<file path="config.mk">
export PLATFORM = sky130hd
export DESIGN_NAME = sticky_shift_iter_flat
export DESIGN_NICKNAME = d
export VERILOG_FILES = /design/src/rtl/sticky_shift_iter_if.sv /design/src/rtl/sticky_shift_iter.sv /design/src/flat_wrapper.sv
export SDC_FILE = /design/constraint.sdc
export NUM_CORES = 1
export LEC_CHECK = 0
export ABC_AREA = 1
export BUFFER_PORTS_ARGS = -buffer_cell sky130_fd_sc_hd__buf_2
export CAP_MARGIN = 20
export CELL_PAD_IN_SITES_DETAIL_PLACEMENT = 0
export CELL_PAD_IN_SITES_GLOBAL_PLACEMENT = 2
export CORE_ASPECT_RATIO = 1.4
export CORE_MARGIN = 2
export CORE_UTILIZATION = 30
export CTS_BUF_LIST = sky130_fd_sc_hd__clkbuf_8 sky130_fd_sc_hd__clkbuf_16
export DETAILED_ROUTE_END_ITERATION = 12
export PLACE_DENSITY_LB_ADDON = 0.1
export SYNTH_ARGS = -nofsm -noshare
export SYNTH_HDL_FRONTEND = slang
export SYNTH_SLANG_ARGS = --single-unit
</file>
<file path="constraint.sdc">
create_clock -name clk -period 1.8 [get_ports clk]
set_input_delay 0.18 -clock clk [delete_from_list [all_inputs] [get_ports clk]]
set_output_delay 0.18 -clock clk [all_outputs]
set_load 0.03 [all_outputs]
</file>
<file path="src/rtl/sticky_shift_iter_if.sv">
// Handshake bundle for sticky_shift_iter: operand request channel plus result channel.
// Latency: none, wires only.
// Backpressure: in_ready gates the producer and out_ready gates the consumer.
interface sticky_shift_iter_if #(
  parameter int W  = 16,
  parameter int SW = 8
);
  logic          in_valid;
  logic          in_ready;
  logic [W-1:0]  in_a;
  logic [SW-1:0] in_shift;
  logic          in_arith;
  logic          out_valid;
  logic          out_ready;
  logic [W-1:0]  out_z;
  logic          out_busy;

  // Producer/consumer side, which drives operands and accepts results.
  modport master (
    output in_valid, in_a, in_shift, in_arith, out_ready,
    input  in_ready, out_valid, out_z, out_busy
  );

  // Shifter side.
  modport slave (
    input  in_valid, in_a, in_shift, in_arith, out_ready,
    output in_ready, out_valid, out_z, out_busy
  );
endinterface

</file>
<file path="src/rtl/sticky_shift_iter.sv">
// Iterative right shifter with sticky collection: up to STEP places per cycle, W-bit result with sticky LSB.
// Latency: result valid ceil(min(shift,W+L)/STEP) edges after the accept edge; zero-shift results appear on the accept edge.
// Backpressure: result held until out_ready; in_ready only in IDLE (plus DONE&&out_ready when STICKY_FASTPATH_EN is defined).
module sticky_shift_iter #(
  parameter int W    = 16,
  parameter int L    = 1,
  parameter int SW   = 8,
  parameter int STEP = 4
) (
  input  logic           clk,
  input  logic           reset,
  sticky_shift_iter_if.slave bus
);

  localparam int TW = W + L;                    // working width incl. guard bits
  localparam int RW = $clog2(TW + 1);           // holds 0..TW remaining places
  localparam int CW = (SW > RW) ? SW : RW;      // compare width for clamping

  typedef enum logic [1:0] {
    IDLE  = 2'd0,
    SHIFT = 2'd1,
    DONE  = 2'd2
  } state_t;

  state_t          state;
  state_t          state_nxt;
  logic [TW-1:0]   t;
  logic [TW-1:0]   t_nxt;
  logic [RW-1:0]   rem;
  logic [RW-1:0]   rem_nxt;
  logic            sticky_acc;
  logic            sticky_nxt;
  logic            mode;
  logic            mode_nxt;
  logic            out_valid_q;
  logic            out_valid_nxt;
  logic [W-1:0]    out_z_q;
  logic [W-1:0]    out_z_nxt;

  logic            in_ready_i;
  logic            accept;
  logic [CW-1:0]   shift_ext;
  logic [RW-1:0]   load_rem;
  logic [TW-1:0]   t_load;
  logic [RW-1:0]   k;
  logic [TW-1:0]   low_mask;
  logic            fill;
  logic [TW-1:0]   t_shifted;
  logic            step_sticky;

  // Final packing: guard bits and accumulated sticky all fold into the result LSB.
  function automatic logic [W-1:0] pack_z(input logic [TW-1:0] tv, input logic s);
    return {tv[TW-1:L+1], tv[L] | (|tv[L-1:0]) | s};
  endfunction

`ifdef STICKY_FASTPATH_EN
  // A result handoff frees the datapath on the same edge, so a new operand may load then.
  assign in_ready_i = (state == IDLE) || ((state == DONE) && bus.out_ready);
`else
  // Every handoff returns through IDLE before the next operand is taken.
  assign in_ready_i = (state == IDLE);
`endif

  assign accept = bus.in_valid && in_ready_i;

  // Shift amounts past the working width produce the same result as exactly TW places.
  assign shift_ext = CW'(bus.in_shift);
  assign load_rem  = (shift_ext >= CW'(TW)) ? RW'(TW) : RW'(shift_ext);
  assign t_load    = {bus.in_a, {L{1'b0}}};

  // One iteration: move by at most STEP places, capturing the bits that fall off.
  assign k           = (rem < RW'(STEP)) ? rem : RW'(STEP);
  assign low_mask    = ~({TW{1'b1}} << k);
  assign step_sticky = |(t & low_mask);
  assign fill        = mode & t[TW-1];
  assign t_shifted   = fill ? ~((~t) >> k) : (t >> k);

  assign bus.in_ready  = in_ready_i;
  assign bus.out_valid = out_valid_q;
  assign bus.out_z     = out_z_q;
  assign bus.out_busy  = (state != IDLE);

  // Next-state and datapath update; an accepted operand overrides whatever the state would do.
  always_comb begin
    state_nxt     = state;
    t_nxt         = t;
    rem_nxt       = rem;
    sticky_nxt    = sticky_acc;
    mode_nxt      = mode;
    out_valid_nxt = out_valid_q;
    out_z_nxt     = out_z_q;

    case (state)
      IDLE: begin
        state_nxt = IDLE;
      end
      SHIFT: begin
        t_nxt      = t_shifted;
        sticky_nxt = sticky_acc | step_sticky;
        rem_nxt    = rem - k;
        if (rem == k) begin
          state_nxt     = DONE;
          out_valid_nxt = 1'b1;
          out_z_nxt     = pack_z(t_shifted, sticky_acc | step_sticky);
        end
      end
      DONE: begin
        if (bus.out_ready) begin
          state_nxt     = IDLE;
          out_valid_nxt = 1'b0;
        end
      end
      default: begin
        state_nxt     = IDLE;
        out_valid_nxt = 1'b0;
      end
    endcase

    if (accept) begin
      t_nxt      = t_load;
      rem_nxt    = load_rem;
      sticky_nxt = 1'b0;
      mode_nxt   = bus.in_arith;
      if (load_rem == '0) begin
        state_nxt     = DONE;
        out_valid_nxt = 1'b1;
        out_z_nxt     = pack_z(t_load, 1'b0);
      end else begin
        state_nxt     = SHIFT;
        out_valid_nxt = 1'b0;
      end
    end
  end

  // State and datapath registers; reset drops any in-flight operand.
  always_ff @(posedge clk) begin
    if (reset) begin
      state       <= IDLE;
      t           <= '0;
      rem         <= '0;
      sticky_acc  <= 1'b0;
      mode        <= 1'b0;
      out_valid_q <= 1'b0;
      out_z_q     <= '0;
    end else begin
      state       <= state_nxt;
      t           <= t_nxt;
      rem         <= rem_nxt;
      sticky_acc  <= sticky_nxt;
      mode        <= mode_nxt;
      out_valid_q <= out_valid_nxt;
      out_z_q     <= out_z_nxt;
    end
  end

endmodule

</file>
<file path="src/flat_wrapper.sv">
// flat-port wrapper written by rule: the top's interface ports become plain ports
module sticky_shift_iter_flat 
#(
  parameter int W    = 16,
  parameter int L    = 1,
  parameter int SW   = 8,
  parameter int STEP = 4
)
  (clk, reset, bus_in_valid, bus_in_a, bus_in_shift, bus_in_arith, bus_out_ready, bus_in_ready, bus_out_valid, bus_out_z, bus_out_busy);
  sticky_shift_iter_if #(.W(W), .SW(SW)) bus_i ();
  input  logic clk;
  input  logic reset;
  input wire logic [$bits(bus_i.in_valid)-1:0] bus_in_valid;
  input wire logic [$bits(bus_i.in_a)-1:0] bus_in_a;
  input wire logic [$bits(bus_i.in_shift)-1:0] bus_in_shift;
  input wire logic [$bits(bus_i.in_arith)-1:0] bus_in_arith;
  input wire logic [$bits(bus_i.out_ready)-1:0] bus_out_ready;
  output wire logic [$bits(bus_i.in_ready)-1:0] bus_in_ready;
  output wire logic [$bits(bus_i.out_valid)-1:0] bus_out_valid;
  output wire logic [$bits(bus_i.out_z)-1:0] bus_out_z;
  output wire logic [$bits(bus_i.out_busy)-1:0] bus_out_busy;
  assign bus_i.in_valid = bus_in_valid;
  assign bus_i.in_a = bus_in_a;
  assign bus_i.in_shift = bus_in_shift;
  assign bus_i.in_arith = bus_in_arith;
  assign bus_i.out_ready = bus_out_ready;
  assign bus_in_ready = bus_i.in_ready;
  assign bus_out_valid = bus_i.out_valid;
  assign bus_out_z = bus_i.out_z;
  assign bus_out_busy = bus_i.out_busy;
  sticky_shift_iter #(.W(W), .L(L), .SW(SW), .STEP(STEP)) u_core (.clk(clk), .reset(reset), .bus(bus_i));
endmodule
</file>
Yosys cells after proc, flatten, opt, wreduce, memory -nomap -nowiden:

Cells that the tools add are included.

* $lt $le $gt $ge: 2
* $mul: 0
* reductions and logical operators: 9
* muxes and demuxes: 21
* div/mod/pow operators: 0
* shifts and indexed selects: 3
* equal/unequal tests: 6
* add/sub/neg operators: 1
* bitwise logic cells: 8

Operators with widths (count)
* 2-to-1 mux 16 bit: 4
* 2-to-1 mux 17 bit: 3
* inverter 17 bit: 3
* >> shifter 17 x 5 -> 17 bit: 2
* 2-to-1 mux 5 bit: 4
* bitwise AND 17 bit: 1
* OR reduction 17 bit: 1
* << shifter 17 x 5 -> 17 bit (first input constant): 1
* greater-or-equal comparator 8 x 5 -> 1 bit (second input constant): 1
* 2-to-1 mux 2 bit: 4
* equality test 5 bit: 1
* logical NOT 5 bit: 1
* < comparator 5 x 3 -> 1 bit (second input constant): 1
* subtractor 5 bit: 1
* 2-to-1 mux 1 bit: 4
* one-hot mux 2 bit (2 select lines): 1
* nonzero test 2 bit: 2
* inequality test 3 x 1 -> 1 bit (second input constant): 1
* inequality test 3 x 2 -> 1 bit (second input constant): 1
* bitwise OR 1 bit: 3
* one-hot mux 1 bit (3 select lines): 1
* AND reduction 3 bit: 1
* equality test 2 x 1 -> 1 bit (second input constant): 1
* equality test 2 bit (second input constant): 1
* other kinds (6): 6

* memories kept: 0
* bits of input ports: 29
* word-level logic and storage cells: 58
* latch bits: 0
* register bits after elaboration: 43
* memory bits (read-only): 0
* RAM bits: 0

Depth between registers and ports, before layout:

Gate-level depths: netlist (run 1).

* depth after elaboration: 12
* depth in mapped cells: 11
* depth with buffers taken out: 11

Least setup slack after synthesis (run 1):

OpenSTA, ideal clock, no wires.

* path kind: register to register
* start point: register u_core.state[1]
* end point: register u_core.out_z_q[3] (netlist: u_core.bus.out_z[3])
* path slack: 17 ps
* arrival time: 1653 ps
* clock period less this slack: 1783 ps
* setup time: 131 ps
* stages on the path, launching flop included: 10
* cell sequence: dfxtp_1 > nor2_2 > inv_2 > nor2_2 > nand2_1 > clkbuf_1 > o21ai_0 > inv_1 > nand2_1 > a21oi_2

RTL lines
* start, declared: line sticky_shift_iter.sv:25 `state_t state;`
* start signal, assigned: line sticky_shift_iter.sv:146 `state <= state_nxt;`
* logical NOT 2 bit: line sticky_shift_iter.sv:61 `assign in_ready_i = (state == IDLE);`
* named net bus_in_ready: line flat_wrapper.sv:18 `output wire logic [$bits(bus_i.in_ready)-1:0] bus_in_ready;`
* logical AND 1 bit: line sticky_shift_iter.sv:64 `assign accept = bus.in_valid && in_ready_i;`
* 2-to-1 mux 16 bit: line sticky_shift_iter.sv:119 `if (accept) begin`
* end signal, assigned: line sticky_shift_iter.sv:152 `out_z_q <= out_z_nxt;`
* end, declared: line sticky_shift_iter.sv:37 `logic [W-1:0] out_z_q;`

The timed path passes the listed nets, and every way through them passes these cells.
A chain may end at the register's enable or synchronous reset.

Final worst setup path (run 1):

* start point: register u_core.rem[3]
* end point: register u_core.rem[4]

* word-level cells in the longest chain between the ends: 5

RTL lines
* start, declared: line sticky_shift_iter.sv:29 `logic [RW-1:0] rem;`
* start signal, assigned: line sticky_shift_iter.sv:148 `rem <= rem_nxt;`
* < comparator 5 x 3 -> 1 bit: line sticky_shift_iter.sv:72 `assign k = (rem < RW'(STEP)) ? rem : RW'(STEP);`
* 2-to-1 mux 5 bit: line sticky_shift_iter.sv:72
* subtractor 5 bit (*): line sticky_shift_iter.sv:100 `rem_nxt = rem - k;`
* 2-to-1 mux 5 bit (*): line sticky_shift_iter.sv:93 `case (state)`
* 2-to-1 mux 5 bit (*): line sticky_shift_iter.sv:119

Mark *: on every way between the ends. The rest lies on a longest branch, timed or not. The select of a mux whose other input is x is not followed.

==> qor.yml, run 1 <==
synth.distinct_cells: 38
viasPerCell: 5.05
numCtsBuffers: 5
htree_levels: 2
grt.total_usage_pct: 19.2
finalHoldViolations: 0
clk_pin_slew_ns: 0.06
layout-drive-gt1-share_pct: 23.3
antenna_left: 0
start_util_pct: 30.8
r2r_start: "u_core.rem[3]$_SDFFE_PP0P_"
cp-end-kind: "flop"
worst_ep_arrival_time_ns: 1.89
hold_end: "u_core.mode$_SDFFE_PP0P_"
ctsLongestPathBuffers: 2
hold_start: "bus_in_arith"
dr.pass1.iters: 4
reg2reg_slack_ns: 0.14
setup_viol: 0
yosys_warnings: 0
clkLatencyLatePin_ns: 0.29
grt_max_degree: 24
slowest_delay_ns: 0.36
skew_ns: 0.00475
via_count: 3033
pre_cts_ws_ns: -0.0374
syn_area_um2: 2760
critPathKind: "reg2reg"
cts.sinks: 43
die_w_um: 85.1
syn2layout_area_growth_pct: 25.4
outcome: "finished, final reports clean"
place.gp.congestion: 0.803
insertedDiodeCount: 0
seqPwrFrac_pct: 34.8
io_pins: 48
wire_per_inst_um: 15.9
fp-row-count: 41
grt_setup_unrepaired: "no"
critPathSlowestCell: "dfxtp_2"
portBuffers: 47
grt_pass1_vias: 2988
dieArea_um2: 10000
reg2reg_depth: 10
hold_path.class: "in2reg"
antenna_found_initial: 0
syn-num-nets: 459
total_power_w: 0.00322
fin_crit_ns: 1.66
numPlacedInstances: 586
place_hpwl_mm: 7.09
syn_avg_cell_area_um2: 6.44
hold_depth: 3
r2r_end: "u_core.rem[4]$_SDFFE_PP0P_"
switchingPower_w: 0.00120
syn_inst: 429
cp-start-kind: "flop"
die_h_um: 118
p_leak_nw: 1.56
switching_share_pct: 37.3
core_area_um2: 8980
power_frac_clock_pct: 29.1
drv_slew: 0
root_buffer: "clkbuf_16"
grt_overflow_total: 0
wirelength_mm: 9.55
power_density_nw_per_um2: 931
p_comb_share_pct: 36.2
irDropWorstVdd_uv: 402
ys_seq_elements: 43
grt_pass1_wl_mm: 15.2
fin_cells: 601
internal_power_w: 0.00202
nNetsFinal: 524
drt_iter0_drc: 160
setup_slack_ns: 0.136
path_max_fanout: 8
crit_required_ns: 2.02
synth-seq-area-share_pct: 31.1
cp_cell_sequence: "nor2_8 > nand2_8 > nand2_1 > ha_1 > inv_1 > nand2_1 > o21ai_0 > a21boi_1 > o21ai_0 > a21oi_1"
regArea_um2: 863
finalCritPeriodShare_pct: 92.4
timing.setup.tns_ns: 0
fillCellCount: 1008
cts_tree: "built"
drc: 0
fmax_mhz: 601
maxCapViolations: 0
multi_input_area_um2: 1620
layer usage:
metal  share of wire [%]  GRT usage [%]  routed length (um)
met1                  43           22.2                4110
met2                  53           35.7                5030
met3                 2.3           2.38                 222
met4                 2.0           6.25                 192
met5                   0              0                   0
synthesized netlist by cell type, drive strengths merged:
| cell | number | area (um2) |
|---|---|---|
| nand4 | 11 | 68.8 |
| nand3 | 31 | 173 |
| or2 | 1 | 6.26 |
| o21ai | 36 | 188 |
| nand2 | 126 | 497 |
| buf | 10 | 87.6 |
| o211a | 1 | 10.0 |
| o22ai | 1 | 6.26 |
| inv | 50 | 188 |
| a21oi | 22 | 114 |
| o21bai | 2 | 15.0 |
| ha | 1 | 12.5 |
| o211ai | 18 | 155 |
| nand3b | 1 | 7.51 |
| clkbuf | 10 | 38.8 |
| nor2 | 47 | 223 |
| and2 | 1 | 8.76 |
| conb | 1 | 3.75 |
| a21boi | 1 | 7.51 |
| nor3 | 2 | 10.0 |
| a31oi | 11 | 68.8 |
| dfxtp | 43 | 861 |
| o21a | 2 | 15.0 |
logic make-up (layout without fill, tap and decap cells):
| group | count (synthesis) | after routing | synth area share [%] |
|---|---|---|---|
| other | 1 | 1 | 0.136 |
| AOI/OAI and AO/OA | 94 | 94 | 21.0 |
| buffers and inverters | 70 | 133 | 11.4 |
| adders and majority gates | 1 | 1 | 0.453 |
| and+or+nand+nor | 220 | 222 | 35.9 |
| DFF | 43 | 43 | 31.1 |
layout make-up:
class                      count  area share [%]
clock inverter                 1           0.144
inverter                      50            5.45
timing repair buffer          76            14.9
multi-input combinational    318            46.7
clock buffer                   6            4.01
tap                          107            3.86
sequential                    43            24.9
power groups by stage:
stage	logic, W	clock network (W)	registers (W)
after CTS	0.00112	0.000965	0.00112
after detailed placement	0.00112	0	0.00114
final	0.00117	0.000937	0.00112
after global placement	0.00112	0	0.00114
after global routing	0.00130	0.00100	0.00113
after floorplan	0.000691	0	0.00120
critical path, delay by kind of cell (launching register included):
kind	cells	cell delay (ns)
AO/OA/AOI/OAI	4	0.54
AND/OR/NAND/NOR	4	0.52
buffers and inverters	1	0.03
adder cells (fa/ha/maj)	1	0.14
flip-flops	1	0.36
layout by cell type, fill, tap and decap left out, types with 3 or more instances in the layout:
| master | netlist | layout |
|---|---|---|
| inv_1 | 45 | 45 |
| nand3_2 | 1 | 4 |
| buf_12 | 0 | 5 |
| a31oi_1 | 11 | 11 |
| clkbuf_16 | 0 | 5 |
| buf_2 | 1 | 47 |
| nand2_1 | 122 | 122 |
| inv_2 | 5 | 4 |
| a21oi_1 | 21 | 21 |
| nand2_2 | 3 | 3 |
| buf_4 | 5 | 24 |
| o211ai_1 | 14 | 14 |
| nor2_1 | 40 | 40 |
| dfxtp_1 | 43 | 41 |
| nor2_4 | 3 | 4 |
| nand3_1 | 29 | 28 |
| o211ai_2 | 4 | 4 |
| o21ai_0 | 33 | 32 |
| nand4_1 | 11 | 11 |
worst max path at each step:
stage,startpoint,endpoint,slack [ns],depth (start not counted)
after floorplan,u_core.state[1]$_SDFFE_PP0P_,u_core.bus.out_z[3]$_SDFF_PP0_,0.02,9
after global placement,u_core.rem[3]$_SDFFE_PP0P_,u_core.bus.out_z[14]$_SDFF_PP0_,-0.01,8
after detailed placement,u_core.rem[3]$_SDFFE_PP0P_,u_core.bus.out_z[14]$_SDFF_PP0_,-0.04,8
after CTS,u_core.rem[3]$_SDFFE_PP0P_,u_core.bus.out_z[6]$_SDFF_PP0_,0.02,8
after global routing,u_core.rem[3]$_SDFFE_PP0P_,u_core.bus.out_z[3]$_SDFF_PP0_,0.02,10
final,u_core.rem[3]$_SDFFE_PP0P_,u_core.rem[4]$_SDFFE_PP0P_,0.14,10
state kept, by name, summed over array words and instances, names as in the netlist:
| name | count |
|---|---|
| u_core.mode | 1 |
| u_core.sticky_acc | 1 |
| u_core.rem | 5 |
| u_core.bus.out_z | 16 |
| u_core.bus.out_valid | 1 |
| u_core.state | 2 |
| u_core.t | 17 |
what timing repair did:
| action | 4_1_cts | 5_1_grt |
|---|---|---|
| endpoints found under the setup margin | 2 | 24 |
| resized for setup | 1 | 6 |
| cloned | 0 | 2 |
| hold buffers | 0 | 0 |
| setup buffers | 0 | 6 |
| pin swaps | 0 | 3 |
stage by stage:
stage / utilization, % / instance area, um2 / hold slack [ns]
2_1_floorplan: - / 2760 / 0.315
5_1_grt: 38.6 / 3460 / 0.157
4_1_cts: 37.6 / 3370 / 0.141
6_report: 38.6 / 3460 / 0.133
3_5_place_dp: 36.0 / 3230 / 0.439
3_3_place_gp: 36.0 / 3230 / 0.432
(Power assumes the default switching activity.)
==> inputs of run 2 (changes only) <==
Settings changed: BUFFER_PORTS_ARGS -buffer_cell sky130_fd_sc_hd__buf_2 to default, CELL_PAD_IN_SITES_DETAIL_PLACEMENT 0 to 1, CORE_MARGIN 2 to default, CORE_UTILIZATION 30 to 34, DONT_BUFFER_PORTS from default to 1.
==> run 2 against run 1 <==
Net effect: combinational power down 16%; non-clock buffer count down 45; sequential share of layout area up 2.5 points; critical path depth down 1; sequential power up 8%; critical path type unchanged.
==> qor.yml, run 2 (synthesized netlist as in run 1, its figures left out) <==
outcome: "finished, final reports clean"
setup_slack_ns: 0.146
p_leak_nw: 1.33
dieArea_um2: 8500
regArea_um2: 866
fp-row-count: 38
viasPerCell: 5.30
syn2layout_area_growth_pct: 14.4
grt_max_degree: 39
multi_input_area_um2: 1590
placed_area_um2: 2960
clk_pin_slew_ns: 0.09
crit_required_ns: 2.06
final_cell_area_um2: 3160
place.gp.congestion: 0.857
timing.setup.tns_ns: 0
fmax_mhz: 604
pre_cts_ws_ns: 0.0469
power_frac_clock_pct: 22.7
seqPwrFrac_pct: 42.5
io_pins: 48
slowest_delay_ns: 0.37
grt_pass1_vias: 2954
switching_share_pct: 40.7
reg2reg_depth: 9
largest_reg_flops: 17
critPathSlowestCell: "dfxtp_2"
postLayoutCoreUtil_pct: 40.5
core_area_um2: 7800
wire_per_inst_um: 17.5
critPathKind: "reg2reg"
grt_overflow_total: 0
final_common_cell: "nand2_1"
dr.pass1.iters: 4
finalCritPeriodShare_pct: 91.9
maxCapViolations: 0
fillCellCount: 1022
drv_slew: 0
cpLargestDelayFamily: "simple AND/OR/NAND/NOR gates"
irDropWorstVdd_uv: 407
mostFrequentLayoutCells: "nand2_1, inv_1, nor2_1"
power_density_nw_per_um2: 896
switchingPower_w: 0.00115
skew_ns: 0.0106
wirelength_mm: 9.61
grt.total_usage_pct: 24.1
cp_cell_sequence: "nor2_8 > nand3_1 > and2_4 > nor2_4 > buf_4 > o21ai_0 > inv_1 > nand2_1 > a21oi_1"
cp-end-kind: "flop"
p_comb_share_pct: 34.8
drt_iter0_drc: 90
hold_depth: 2
largest_register: "u_core.t"
hold_path.class: "in2reg"
portBuffers: 0
fin_cells: 548
numPlacedInstances: 528
cp-start-kind: "flop"
root_buffer: "clkbuf_8"
antenna_found_initial: 0
htree_levels: 2
insertedDiodeCount: 0
numCtsBuffers: 5
via_count: 2905
layout-drive-gt1-share_pct: 13.8
start_util_pct: 35.4
path_max_fanout: 11
crit_buf_inv: 2
die_h_um: 109
clkLatencyLatePin_ns: 0.32
internal_power_w: 0.00168
cts.sinks: 43
antenna_left: 0
fin_crit_ns: 1.65
worst_ep_arrival_time_ns: 1.91
nNetsFinal: 477
drc: 0
finalHoldViolations: 0
path_depth: 9
place_hpwl_mm: 7.06
ctsLongestPathBuffers: 2
die_w_um: 78.2
setup_viol: 0
grt_setup_unrepaired: "yes"
grt_pass1_wl_mm: 15.3
cts_tree: "built"
## run 2: cell types whose count changed in the layout (fill, tap and decap cells not counted), moves of 2 or more
cell           previous run  this run
buf_2                    47         0
buf_4                    24        20
clkbuf_16                 5         0
clkbuf_8                  1         5
dfxtp_1                  41        39
dfxtp_2                   2         4
dlygate4sd3_1             0         6
inv_1                    45        47
nand3_2                   4         1
## run 2: worst reg2reg max path: stages, from the launching register on
cell,delay [ns]
dfxtp_2,0.37
nor2_8,0.20
nand3_1,0.15
and2_4,0.18
nor2_4,0.16
buf_4,0.20
o21ai_0,0.10
inv_1,0.09
nand2_1,0.05
a21oi_1,0.10
## run 2: path summary, 6_finish.rpt
path / startpoint / end / slack (ns)
min reg2reg: u_core.sticky_acc$_SDFFE_PP0P_ / u_core.sticky_acc$_SDFFE_PP0P_ / 0.51
max reg2reg: u_core.rem[3]$_SDFFE_PP0P_ / u_core.bus.out_z[10]$_SDFF_PP0_ / 0.15
min: bus_in_a[13] / u_core.bus.out_z[13]$_SDFF_PP0_ / 0.003
max: u_core.rem[3]$_SDFFE_PP0P_ / u_core.bus.out_z[10]$_SDFF_PP0_ / 0.15
## run 2: through the flow
stage               hold WS [ns]  power, W
floorplan                  0.315   0.00189
global placement           0.253   0.00215
detailed placement         0.254   0.00216
CTS                      0.00190   0.00284
global route             0.00434   0.00302
finish                   0.00333   0.00283
## run 2: repair_timing
item | CTS | global route
endpoints found under the hold margin | 38 | 0
hold buffers | 7 | 0
setup endpoints to repair | 0 | 23
setup buffers | 0 | 5
resized for setup | 0 | 6
## run 2: per-layer routing
metal	vias to the layer above	GRT usage, %	routed length [um]
met5	-	0	0
met4	0	8.33	201
met1	1412	27.7	4060
li1	1440	-	-
met2	40	45.0	5100
met3	13	3.68	237
## run 2: power by group through the flow
| stage | Clock (W) | Sequential (W) | Combinational, W |
|---|---|---|---|
| 2_1_floorplan | 0 | 0.00120 | 0.000691 |
| 3_3_place_gp | 0 | 0.00123 | 0.000926 |
| 3_5_place_dp | 0 | 0.00123 | 0.000937 |
| 4_1_cts | 0.000658 | 0.00121 | 0.000975 |
| 5_1_grt | 0.000693 | 0.00122 | 0.00111 |
| 6_report | 0.000643 | 0.00121 | 0.000985 |
## run 2: layout make-up
class / instances / share of cell area [%]
repair buffers: 31 / 9.81
flip-flops and latches: 43 / 27.4
clock buffers: 5 / 2.18
inverters: 50 / 6.02
clock inverters: 3 / 0.396
well taps: 100 / 3.96
multi-input cells: 316 / 50.3
